**config.mk**
```make
export PLATFORM = sky130hd
export DESIGN_NAME = ldm_stm_sequencer_flat
export DESIGN_NICKNAME = d
export VERILOG_FILES = /design/src/rtl/ldm_stm_sequencer_if.sv /design/src/rtl/ldm_stm_sequencer.sv /design/src/flat_wrapper.sv
export SDC_FILE = /design/constraint.sdc
export NUM_CORES = 1
export LEC_CHECK = 0
export BUFFER_PORTS_ARGS = -buffer_cell sky130_fd_sc_hd__buf_2
export CAP_MARGIN = 20
export CORE_ASPECT_RATIO = 0.75
export CORE_MARGIN = 4
export CORE_UTILIZATION = 50
export CTS_BUF_LIST = sky130_fd_sc_hd__clkbuf_4 sky130_fd_sc_hd__clkbuf_8
export CTS_CLUSTER_SIZE = 14
export DETAILED_ROUTE_END_ITERATION = 12
export PLACE_DENSITY = 0.71
export SKIP_CTS_REPAIR_TIMING = 1
export SKIP_LAST_GASP = 1
export SYNTH_ARGS = -nofsm -noshare
export SYNTH_HDL_FRONTEND = slang
export SYNTH_SLANG_ARGS = --single-unit
```
**constraint.sdc**
```tcl
create_clock -name clk_i -period 12.5 [get_ports clk_i]
set_input_delay 1.25 -clock clk_i [delete_from_list [all_inputs] [get_ports clk_i]]
set_output_delay 1.25 -clock clk_i [all_outputs]
set_load 0.03 [all_outputs]
```
**src/rtl/ldm_stm_sequencer_if.sv**
```systemverilog
// Bus bundle between the block-transfer sequencer and its controller.
// Signal suffixes are from the sequencer's point of view.
interface ldm_stm_sequencer_if;
    logic        start_i;
    logic [31:0] ir_i;
    logic [31:0] base_i;
    logic        moc_i;
    logic        busy_o;
    logic        mem_en_o;
    logic        mem_rw_o;
    logic [31:0] mem_addr_o;
    logic [3:0]  reg_num_o;
    logic        reg_we_o;
    logic        wb_en_o;
    logic [31:0] wb_val_o;
    logic        done_o;
    logic        err_o;

    modport slave (
        input  start_i, ir_i, base_i, moc_i,
        output busy_o, mem_en_o, mem_rw_o, mem_addr_o, reg_num_o,
               reg_we_o, wb_en_o, wb_val_o, done_o, err_o
    );

    modport master (
        output start_i, ir_i, base_i, moc_i,
        input  busy_o, mem_en_o, mem_rw_o, mem_addr_o, reg_num_o,
               reg_we_o, wb_en_o, wb_val_o, done_o, err_o
    );
endinterface

```
**src/rtl/ldm_stm_sequencer.sv**
```systemverilog
// LDM/STM block-transfer sequencer: walks the register list lowest-first at
// ascending addresses, handshakes each word with MOC, then optionally writes back Rn.
module ldm_stm_sequencer #(
    parameter int unsigned WORD_BYTES = 4
) (
    input  logic                 clk_i,
    input  logic                 rst_i,
    ldm_stm_sequencer_if.slave   bus
);

    typedef enum logic [2:0] {
        S_IDLE,
        S_SETUP,
        S_REQ,
        S_WAIT,
        S_NEXT,
        S_WB,
        S_FIN
    } state_e;

    localparam logic [31:0] STEP = 32'(WORD_BYTES);

    state_e      state_q, state_d;
    logic        p_q, p_d;
    logic        u_q, u_d;
    logic        w_q, w_d;
    logic        l_q, l_d;
    logic [3:0]  rn_q, rn_d;
    logic [15:0] list_q, list_d;
    logic [31:0] base_q, base_d;
    logic [31:0] addr_q, addr_d;
    logic [31:0] wb_val_q, wb_val_d;
    logic        err_q, err_d;
    logic        wb_sup_q, wb_sup_d;

    logic        is_block;
    logic        unused_ir;
    logic [4:0]  n_regs;
    logic [3:0]  low_idx;
    logic [15:0] low_bit;
    logic [15:0] list_rest;
    logic [31:0] span;
    logic [31:0] start_addr;
    logic        in_xfer;
    logic        mem_en, reg_we, wb_en, done, err;

    assign is_block  = (bus.ir_i[27:25] == 3'b100);
    assign unused_ir = ^{bus.ir_i[31:28], bus.ir_i[22]};

    always_comb begin
        n_regs = '0;
        for (int i = 0; i < 16; i++) begin
            n_regs = n_regs + {4'd0, list_q[i]};
        end
    end

    always_comb begin
        low_idx = '0;
        for (int i = 15; i >= 0; i--) begin
            if (list_q[i]) begin
                low_idx = 4'(i);
            end
        end
    end

    // Isolate and drop the lowest set bit; the list is only consumed leaving NEXT,
    // so REG_NUM stays valid through REQ, WAIT and NEXT of the same transfer.
    assign low_bit   = list_q & (~list_q + 16'd1);
    assign list_rest = list_q & ~low_bit;

    assign span = 32'(n_regs) * STEP;

    // Lowest address of the block; the walk is always upward from here.
    always_comb begin
        unique case ({p_q, u_q})
            2'b01:   start_addr = base_q;
            2'b11:   start_addr = base_q + STEP;
            2'b00:   start_addr = base_q - span + STEP;
            default: start_addr = base_q - span;
        endcase
    end

    always_comb begin
        state_d  = state_q;
        p_d      = p_q;
        u_d      = u_q;
        w_d      = w_q;
        l_d      = l_q;
        rn_d     = rn_q;
        list_d   = list_q;
        base_d   = base_q;
        addr_d   = addr_q;
        wb_val_d = wb_val_q;
        err_d    = err_q;
        wb_sup_d = wb_sup_q;
        mem_en   = 1'b0;
        reg_we   = 1'b0;
        wb_en    = 1'b0;
        done     = 1'b0;
        err      = 1'b0;

        unique case (state_q)
            S_IDLE: begin
                if (bus.start_i && is_block) begin
                    p_d     = bus.ir_i[24];
                    u_d     = bus.ir_i[23];
                    w_d     = bus.ir_i[21];
                    l_d     = bus.ir_i[20];
                    rn_d    = bus.ir_i[19:16];
                    list_d  = bus.ir_i[15:0];
                    base_d  = bus.base_i;
                    err_d   = 1'b0;
                    state_d = S_SETUP;
                end
            end
            S_SETUP: begin
                addr_d   = start_addr;
                wb_val_d = u_q ? (base_q + span) : (base_q - span);
                // A load that includes the base register keeps the loaded value.
                wb_sup_d = l_q && list_q[rn_q];
                if (n_regs == 5'd0) begin
                    err_d   = 1'b1;
                    state_d = S_FIN;
                end else begin
                    state_d = S_REQ;
                end
            end
            S_REQ: begin
                mem_en  = 1'b1;
                state_d = S_WAIT;
            end
            S_WAIT: begin
                mem_en = 1'b1;
                if (bus.moc_i) begin
                    state_d = S_NEXT;
                end
            end
            S_NEXT: begin
                reg_we = l_q;
                list_d = list_rest;
                addr_d = addr_q + STEP;
                if (list_rest != 16'd0) begin
                    state_d = S_REQ;
                end else if (w_q) begin
                    state_d = S_WB;
                end else begin
                    state_d = S_FIN;
                end
            end
            S_WB: begin
                wb_en   = ~wb_sup_q;
                state_d = S_FIN;
            end
            S_FIN: begin
                done    = 1'b1;
                err     = err_q;
                state_d = S_IDLE;
            end
            default: begin
                state_d = S_IDLE;
            end
        endcase
    end

    always_ff @(posedge clk_i or posedge rst_i) begin
        if (rst_i) begin
            state_q  <= S_IDLE;
            p_q      <= 1'b0;
            u_q      <= 1'b0;
            w_q      <= 1'b0;
            l_q      <= 1'b0;
            rn_q     <= '0;
            list_q   <= '0;
            base_q   <= '0;
            addr_q   <= '0;
            wb_val_q <= '0;
            err_q    <= 1'b0;
            wb_sup_q <= 1'b0;
        end else begin
            state_q  <= state_d;
            p_q      <= p_d;
            u_q      <= u_d;
            w_q      <= w_d;
            l_q      <= l_d;
            rn_q     <= rn_d;
            list_q   <= list_d;
            base_q   <= base_d;
            addr_q   <= addr_d;
            wb_val_q <= wb_val_d;
            err_q    <= err_d;
            wb_sup_q <= wb_sup_d;
        end
    end

    assign in_xfer = (state_q == S_REQ) || (state_q == S_WAIT) || (state_q == S_NEXT);

    assign bus.busy_o     = (state_q != S_IDLE);
    assign bus.mem_en_o   = mem_en;
    assign bus.mem_rw_o   = l_q;
    assign bus.mem_addr_o = in_xfer ? addr_q : 32'd0;
    assign bus.reg_num_o  = in_xfer ? low_idx : 4'd0;
    assign bus.reg_we_o   = reg_we;
    assign bus.wb_en_o    = wb_en;
    assign bus.wb_val_o   = wb_val_q;
    assign bus.done_o     = done;
    assign bus.err_o      = err;

endmodule

```
**src/flat_wrapper.sv**
```systemverilog
// flat-port wrapper written by rule: the top's interface ports become plain ports
module ldm_stm_sequencer_flat 
#(
    parameter int unsigned WORD_BYTES = 4
)
  (clk_i, rst_i, bus_start_i, bus_ir_i, bus_base_i, bus_moc_i, bus_busy_o, bus_mem_en_o, bus_mem_rw_o, bus_mem_addr_o, bus_reg_num_o, bus_reg_we_o, bus_wb_en_o, bus_wb_val_o, bus_done_o, bus_err_o);
  ldm_stm_sequencer_if bus_i ();
  input  logic clk_i;
  input  logic rst_i;
  input wire logic [$bits(bus_i.start_i)-1:0] bus_start_i;
  input wire logic [$bits(bus_i.ir_i)-1:0] bus_ir_i;
  input wire logic [$bits(bus_i.base_i)-1:0] bus_base_i;
  input wire logic [$bits(bus_i.moc_i)-1:0] bus_moc_i;
  output wire logic [$bits(bus_i.busy_o)-1:0] bus_busy_o;
  output wire logic [$bits(bus_i.mem_en_o)-1:0] bus_mem_en_o;
  output wire logic [$bits(bus_i.mem_rw_o)-1:0] bus_mem_rw_o;
  output wire logic [$bits(bus_i.mem_addr_o)-1:0] bus_mem_addr_o;
  output wire logic [$bits(bus_i.reg_num_o)-1:0] bus_reg_num_o;
  output wire logic [$bits(bus_i.reg_we_o)-1:0] bus_reg_we_o;
  output wire logic [$bits(bus_i.wb_en_o)-1:0] bus_wb_en_o;
  output wire logic [$bits(bus_i.wb_val_o)-1:0] bus_wb_val_o;
  output wire logic [$bits(bus_i.done_o)-1:0] bus_done_o;
  output wire logic [$bits(bus_i.err_o)-1:0] bus_err_o;
  assign bus_i.start_i = bus_start_i;
  assign bus_i.ir_i = bus_ir_i;
  assign bus_i.base_i = bus_base_i;
  assign bus_i.moc_i = bus_moc_i;
  assign bus_busy_o = bus_i.busy_o;
  assign bus_mem_en_o = bus_i.mem_en_o;
  assign bus_mem_rw_o = bus_i.mem_rw_o;
  assign bus_mem_addr_o = bus_i.mem_addr_o;
  assign bus_reg_num_o = bus_i.reg_num_o;
  assign bus_reg_we_o = bus_i.reg_we_o;
  assign bus_wb_en_o = bus_i.wb_en_o;
  assign bus_wb_val_o = bus_i.wb_val_o;
  assign bus_done_o = bus_i.done_o;
  assign bus_err_o = bus_i.err_o;
  ldm_stm_sequencer #(.WORD_BYTES(WORD_BYTES)) u_core (.clk_i(clk_i), .rst_i(rst_i), .bus(bus_i));
endmodule
```
==> impl_metrics.env, run 1 <==
export IMPL_run_status="finished, final reports clean"
export IMPL_globalRouteTotalUtil_pct=26.6
export IMPL_synth_edf_count=0
export IMPL_worstSetupPathType="reg -> reg"
export IMPL_syn_cell_area_um2=10000
export IMPL_worstSetupStartpoint="u_core.list_q[0]$_DFFE_PP0P_"
export IMPL_max_slew_worst_pin_slew_ps=1140
export IMPL_post_drt_wl_per_cell_um=18.3
export IMPL_cts_max_level=4
export IMPL_antenna_found_initial=0
export IMPL_clock_tree_root_cell="clkbuf_8"
export IMPL_clkSlewWorstSetupHoldPaths_ps=80
export IMPL_min_delay_path_class="reg -> reg"
export IMPL_synthArstFlopShare_pct=100
export IMPL_worstPathArrival_ps=8670
export IMPL_postRouteAntennaNets=0
export IMPL_layout_min_cycle_time_ps=8370
export IMPL_portBuffers=137
export IMPL_critical_path_peak_fanout=10
export IMPL_setup_violations_final=0
export IMPL_ys_seq_area_share_pct=31.3
export IMPL_max_slew_margin_rel_pct=23.3
export IMPL_tritoncts_num_sinks=125
export IMPL_synth_mux_area_share_pct=2.15
export IMPL_initial_utilization_pct=51.3
export IMPL_via_count=9806
export IMPL_worst_hold_slack_ps=477
export IMPL_rsz0062_at_grt="false"
export IMPL_synth_area_per_cell_um2=7.73
export IMPL_final_net_count=1477
export IMPL_floorplan_rows=44
export IMPL_fin_crit_sh_pct=66.9
export IMPL_skew_ps=18.0
export IMPL_dieWidth_um=171
export IMPL_wl_um=29900
export IMPL_postSynthRegisterBits=125
export IMPL_yosys_warnings=0
export IMPL_crit_reg2reg_launch="u_core.list_q[0]$_DFFE_PP0P_"
export IMPL_timing_hold_worst_start="u_core.addr_q[0]$_DFFE_PP0P_"
export IMPL_dominant_combinational_cell_family_by_area_after_synthesis="simple AND/OR/NAND/NOR gates"
export IMPL_layout_drive_gt1_share_pct=15.9
export IMPL_final_setup_tns_ps=0
export IMPL_firstDrtPassIters=5
export IMPL_dpl_cell_area_um2=10700
export IMPL_synth_compound_area_share_pct=18.9
export IMPL_r2r_worst_path_cells=21
export IMPL_maximum_achievable_frequency_ghz=0.120
export IMPL_insertedDiodeCount=0
export IMPL_worstSkewPairLatency_ps=470
export IMPL_io_pin_count=143
export IMPL_die_h_um=131
export IMPL_synthCells=1295
export IMPL_synth_adder_area_share_pct=5.50
export IMPL_global_route_wire_length_before_repair_um=47500
export IMPL_netlist_cell_type_count=84
export IMPL_maxCapViolCount=0
export IMPL_fp_dieArea_um2=22400
export IMPL_synth_simple_gate_area_share_pct=29.3
export IMPL_min_delay_path_depth=2
export IMPL_cp_required_ps=12800
export IMPL_coreArea_um2=19500
export IMPL_residual_drc=0
export IMPL_xor_xnor_share_of_the_synthesized_area_pct=7.18
export IMPL_routabilityCongestion=0.951
export IMPL_r2r_setup_slack_ps=4130
export IMPL_area_growth_syn_to_layout_pct=10.9
export IMPL_tritoncts_num_buffers=17
export IMPL_hold_viol_final=0
export IMPL_gr_total_overflow=0
export IMPL_grt_max_degree=94
export IMPL_grt_pass1_vias=8945
export IMPL_vias_per_cell=5.99
export IMPL_synthFlopType="dfrtp_1"
export IMPL_reg_to_reg_critical_path_endpoint="u_core.addr_q[24]$_DFFE_PP0P_"
export IMPL_end_point_of_the_most_critical_hold_path="u_core.addr_q[0]$_DFFE_PP0P_"
export IMPL_place_hpwl_um=21700
export IMPL_detail_route_iter0_violations=848
export IMPL_syn_nets=1399
export IMPL_finish_instance_area_um2=11100
export IMPL_tritoncts="yes"
export IMPL_worstSetupEndpointType="flip-flop"
export IMPL_buffer_depth_of_the_longest_clock_path=2
export IMPL_timing_final_max_slew_violations=0
export IMPL_start_kind="flip-flop"
## synthesized netlist by cell type, drive strengths merged, types with 20 or more instances
master	instances	area [µm²]
xor2	26	228
a21oi	74	370
nor2	85	319
xnor2	56	490
dfrtp	125	3130
nand3	46	230
inv	46	173
buf	29	160
nor3	47	252
clkbuf	63	236
nand2	243	912
nand4	23	144
ha	24	300
nor4	20	180
nor2b	43	269
o21ai	107	536
## critical path, cell delays in order, from the launching register on
cell and delay, ps:
dfrtp_1 460, inv_1 130, ha_1 310, inv_1 50, fa_1 540, fa_1 460, fa_1 530, fa_1 430
fa_1 410, fa_1 530, inv_1 110, fa_1 500, or2_1 260, a221oi_2 630, nor4b_1 170, xnor2_1 220
or4_1 650, or3_1 600, nor4b_4 350, xnor2_1 100, a2111oi_1 690, a21oi_1 80
## final cells by class
cell class | count | area [µm²]
clock buffers | 19 | 255
well taps | 253 | 317
clock inverters | 12 | 114
fillers | 1901 | 8390
repair buffers | 151 | 791
inverters | 47 | 179
flip-flops and latches | 125 | 3130
multi-input cells | 1031 | 6320
## how the worst max path moves through the flow
stage                                          to  cells after the start  slack (ps)
global route        u_core.addr_q[24]$_DFFE_PP0P_                     21        3700
detailed placement  u_core.addr_q[24]$_DFFE_PP0P_                     21        4300
floorplan           u_core.addr_q[26]$_DFFE_PP0P_                     23        5360
CTS                 u_core.addr_q[24]$_DFFE_PP0P_                     21        4260
global placement    u_core.addr_q[24]$_DFFE_PP0P_                     21        4330
finish              u_core.addr_q[24]$_DFFE_PP0P_                     21        4130
## registers in the layout, summed over array words and instances, names as in the netlist
name,flops
u_core.w_q,1
u_core.rn_q,4
u_core.base_q,32
u_core.p_q,1
u_core.wb_sup_q,1
u_core.err_q,1
u_core.addr_q,32
u_core.list_q,16
u_core.bus.mem_rw_o,1
u_core.bus.wb_val_o,32
u_core.state_q,3
u_core.u_q,1
## cell families (layout without fill, tap and decap cells)
| family | count (synthesis) | after routing |
|---|---|---|
| AND/OR/NAND/NOR | 592 | 592 |
| AO/OA/AOI/OAI | 305 | 305 |
| buffers and inverters | 139 | 229 |
| flip-flops | 125 | 125 |
| XOR/XNOR | 82 | 82 |
| adder cells (fa/ha/maj) | 37 | 37 |
| multiplexers | 15 | 15 |
## metrics by stage
stage | util (%) | worst slack (ps) | cells
after floorplan | - | 5360 | 1295
after global placement | 55.1 | 4330 | 1607
after detailed placement | 55.1 | 4300 | 1607
after CTS | 57.0 | 4260 | 1638
after global routing | 57.0 | 3700 | 1638
final | 57.0 | 4130 | 1638
## cell usage in the layout (no fill, tap or decap), drive strengths merged, types with 11 or more instances in the layout
cell	netlist	layout
o21ai	107	107
or3	15	15
nand2b	11	11
nand2	243	243
xnor2	56	56
buf	29	151
nor4	20	20
nor2	85	85
o22ai	16	16
fa	12	12
a31oi	13	13
nor2b	43	43
a21o	14	14
and3	11	11
clkbuf	63	19
nand4	23	23
ha	24	24
xor2	26	26
nor3	47	47
dfrtp	125	125
inv	46	48
a21oi	74	74
nand3	46	46
## metal layers
layer	share of wire, %	track usage [%]	up-vias
li1	-	-	4713
met1	47	39.5	4657
met2	44	39.9	392
met3	7.5	4.42	44
met4	2.1	7.92	0
met5	0	0	-
Power of run 1 is left out: the tool's default activity adds up to more than one toggle a clock period on the data nets, which glitch-free logic cannot reach.
==> run 2, diff against run 1 <==
--- a/config.mk
+++ b/config.mk
@@ -13,7 +13,7 @@
 export CTS_BUF_LIST = sky130_fd_sc_hd__clkbuf_4 sky130_fd_sc_hd__clkbuf_8
 export CTS_CLUSTER_SIZE = 14
 export DETAILED_ROUTE_END_ITERATION = 12
-export PLACE_DENSITY = 0.71
+export PLACE_DENSITY = 0.74
 export SKIP_CTS_REPAIR_TIMING = 1
 export SKIP_LAST_GASP = 1
 export SYNTH_ARGS = -nofsm -noshare
==> constraint.sdc (replaced) <==
create_clock -name clk_i -period 7.1 [get_ports clk_i]
set_input_delay 0.71 -clock clk_i [delete_from_list [all_inputs] [get_ports clk_i]]
set_output_delay 0.71 -clock clk_i [all_outputs]
set_load 0.03 [all_outputs]
==> impl_metrics.env, run 2 (synthesis gave the netlist of run 1 again) <==
export IMPL_run_status="complete, but fails checks"
export IMPL_violations="negative setup slack"
export IMPL_skew_ps=15.8
export IMPL_setup_violations_final=8
export IMPL_global_route_wire_length_before_repair_um=49600
export IMPL_crit_reg2reg_launch="u_core.list_q[0]$_DFFE_PP0P_"
export IMPL_layout_min_cycle_time_ps=7210
export IMPL_worst_slack_ps=-107
export IMPL_initial_utilization_pct=51.3
export IMPL_grt_max_degree=94
export IMPL_tritoncts_num_sinks=125
export IMPL_r2r_worst_path_cells=22
export IMPL_buffer_depth_of_the_longest_clock_path=2
export IMPL_die_h_um=131
export IMPL_cp_required_ps=7400
export IMPL_coreArea_um2=19500
export IMPL_instances_no_fill=1717
export IMPL_layout_area_seq_um2=3130
export IMPL_cts_max_level=4
export IMPL_fp_dieArea_um2=22400
export IMPL_routed_top_layer="met4"
export IMPL_post_drt_wl_per_cell_um=18.4
export IMPL_worstSetupEndpointType="flip-flop"
export IMPL_via_count=10300
export IMPL_grt_pass1_vias=9390
export IMPL_max_slew_margin_rel_pct=24.1
export IMPL_clock_tree_root_cell="clkbuf_8"
export IMPL_io_pin_count=143
export IMPL_firstDrtPassIters=5
export IMPL_insertedDiodeCount=0
export IMPL_place_hpwl_um=22600
export IMPL_worst_hold_slack_ps=388
export IMPL_worstSkewPairLatency_ps=470
export IMPL_final_net_count=1556
export IMPL_clkSlewWorstSetupHoldPaths_ps=80
export IMPL_layout_common_cells="nand2_1, buf_2, dfrtp_1, o21ai_0, buf_4"
export IMPL_pre_cts_slack_ps=-221
export IMPL_portBuffers=137
export IMPL_dieWidth_um=171
export IMPL_vias_per_cell=5.99
export IMPL_maximum_achievable_frequency_ghz=0.139
export IMPL_critical_path_peak_fanout=9
export IMPL_worstSetupStartpoint="u_core.list_q[0]$_DFFE_PP0P_"
export IMPL_rsz0062_at_grt="true"
export IMPL_worstSetupPathType="reg -> reg"
export IMPL_detail_route_iter0_violations=993
export IMPL_globalRouteTotalUtil_pct=27.9
export IMPL_tritoncts_num_buffers=17
export IMPL_wirelength_met1_um=14000
export IMPL_numPlacedInstances=1676
export IMPL_residual_drc=0
export IMPL_finish_instance_area_um2=11900
export IMPL_multi_input_area_um2=6510
export IMPL_hold_viol_final=0
export IMPL_maxCapViolCount=0
export IMPL_min_delay_path_class="in -> async"
export IMPL_wl_um=31500
export IMPL_tritoncts="yes"
export IMPL_timing_final_max_slew_violations=0
export IMPL_detailroute_wirelength_met2_um=14200
export IMPL_worstPathArrival_ps=7500
export IMPL_area_growth_syn_to_layout_pct=19.4
export IMPL_layout_drive_gt1_share_pct=22.7
export IMPL_antenna_found_initial=0
export IMPL_fin_crit_sh_pct=102
export IMPL_start_kind="flip-flop"
export IMPL_dpl_cell_area_um2=11300
export IMPL_postRouteAntennaNets=0
export IMPL_routabilityCongestion=0.945
export IMPL_floorplan_rows=44
export IMPL_gr_total_overflow=0
export IMPL_mostFrequentLayoutCell="nand2_1"
export IMPL_dr_wl_met3_um=2670
export IMPL_max_slew_worst_pin_slew_ps=1130
export IMPL_fill_cells=1803
## run 2: cell count changes in the layout (fill, tap and decap cells not counted), moves of 4 or more
cell and delta:
a21oi_1 -6, inv_1 -4, ha_1 -4, buf_4 +76, a21oi_2 +6
## run 2: layer usage
layer	GRT usage [%]	up-vias
li1	-	4865
met1	40.2	4924
met2	42.9	443
met3	5.83	45
met4	7.64	0
met5	0	-
## run 2: cell type report
class | count | area share (%)
clock buffer | 18 | 2.07
clock inverter | 13 | 1.38
inverter | 47 | 1.52
multi-input combinational | 1031 | 54.5
sequential | 125 | 26.2
tap | 253 | 2.65
timing repair buffer | 230 | 11.7
## run 2: per-stage QoR
| stage | utilization (%) | TNS, ps |
|---|---|---|
| floorplan | - | 0 |
| global placement | 57.8 | -765 |
| detailed placement | 57.8 | -1360 |
| CTS | 59.9 | -2340 |
| global route | 61.3 | -4080 |
| finish | 61.3 | -613 |
## run 2: worst max-delay path: stages, from the launching register on
cell	delay (ps)
dfrtp_1	380
inv_2	70
ha_4	260
inv_2	30
fa_1	550
fa_1	450
fa_1	520
fa_1	450
fa_2	400
fa_2	590
inv_4	50
fa_2	350
or2_4	270
a221oi_4	370
buf_4	200
nor3_1	60
xnor2_1	150
or4_4	550
or3_4	440
buf_6	160
xor2_1	130
a2111oi_0	540
a21oi_1	80
## run 2: final timing paths
check | endpoint | slack [ps]
worst max register to register | u_core.addr_q[18]$_DFFE_PP0P_ | -110
min in group clk_i | u_core.base_q[16]$_DFFE_PP0P_ | 420
worst min register to register | u_core.bus.wb_val_o[27]$_DFFE_PP0P_ | 480
max in group asynchronous | u_core.base_q[6]$_DFFE_PP0P_ | 5350
worst max-delay path | u_core.addr_q[18]$_DFFE_PP0P_ | -110
worst min-delay path | u_core.addr_q[0]$_DFFE_PP0P_ | 390
Power of run 2 is left out for the same reason.
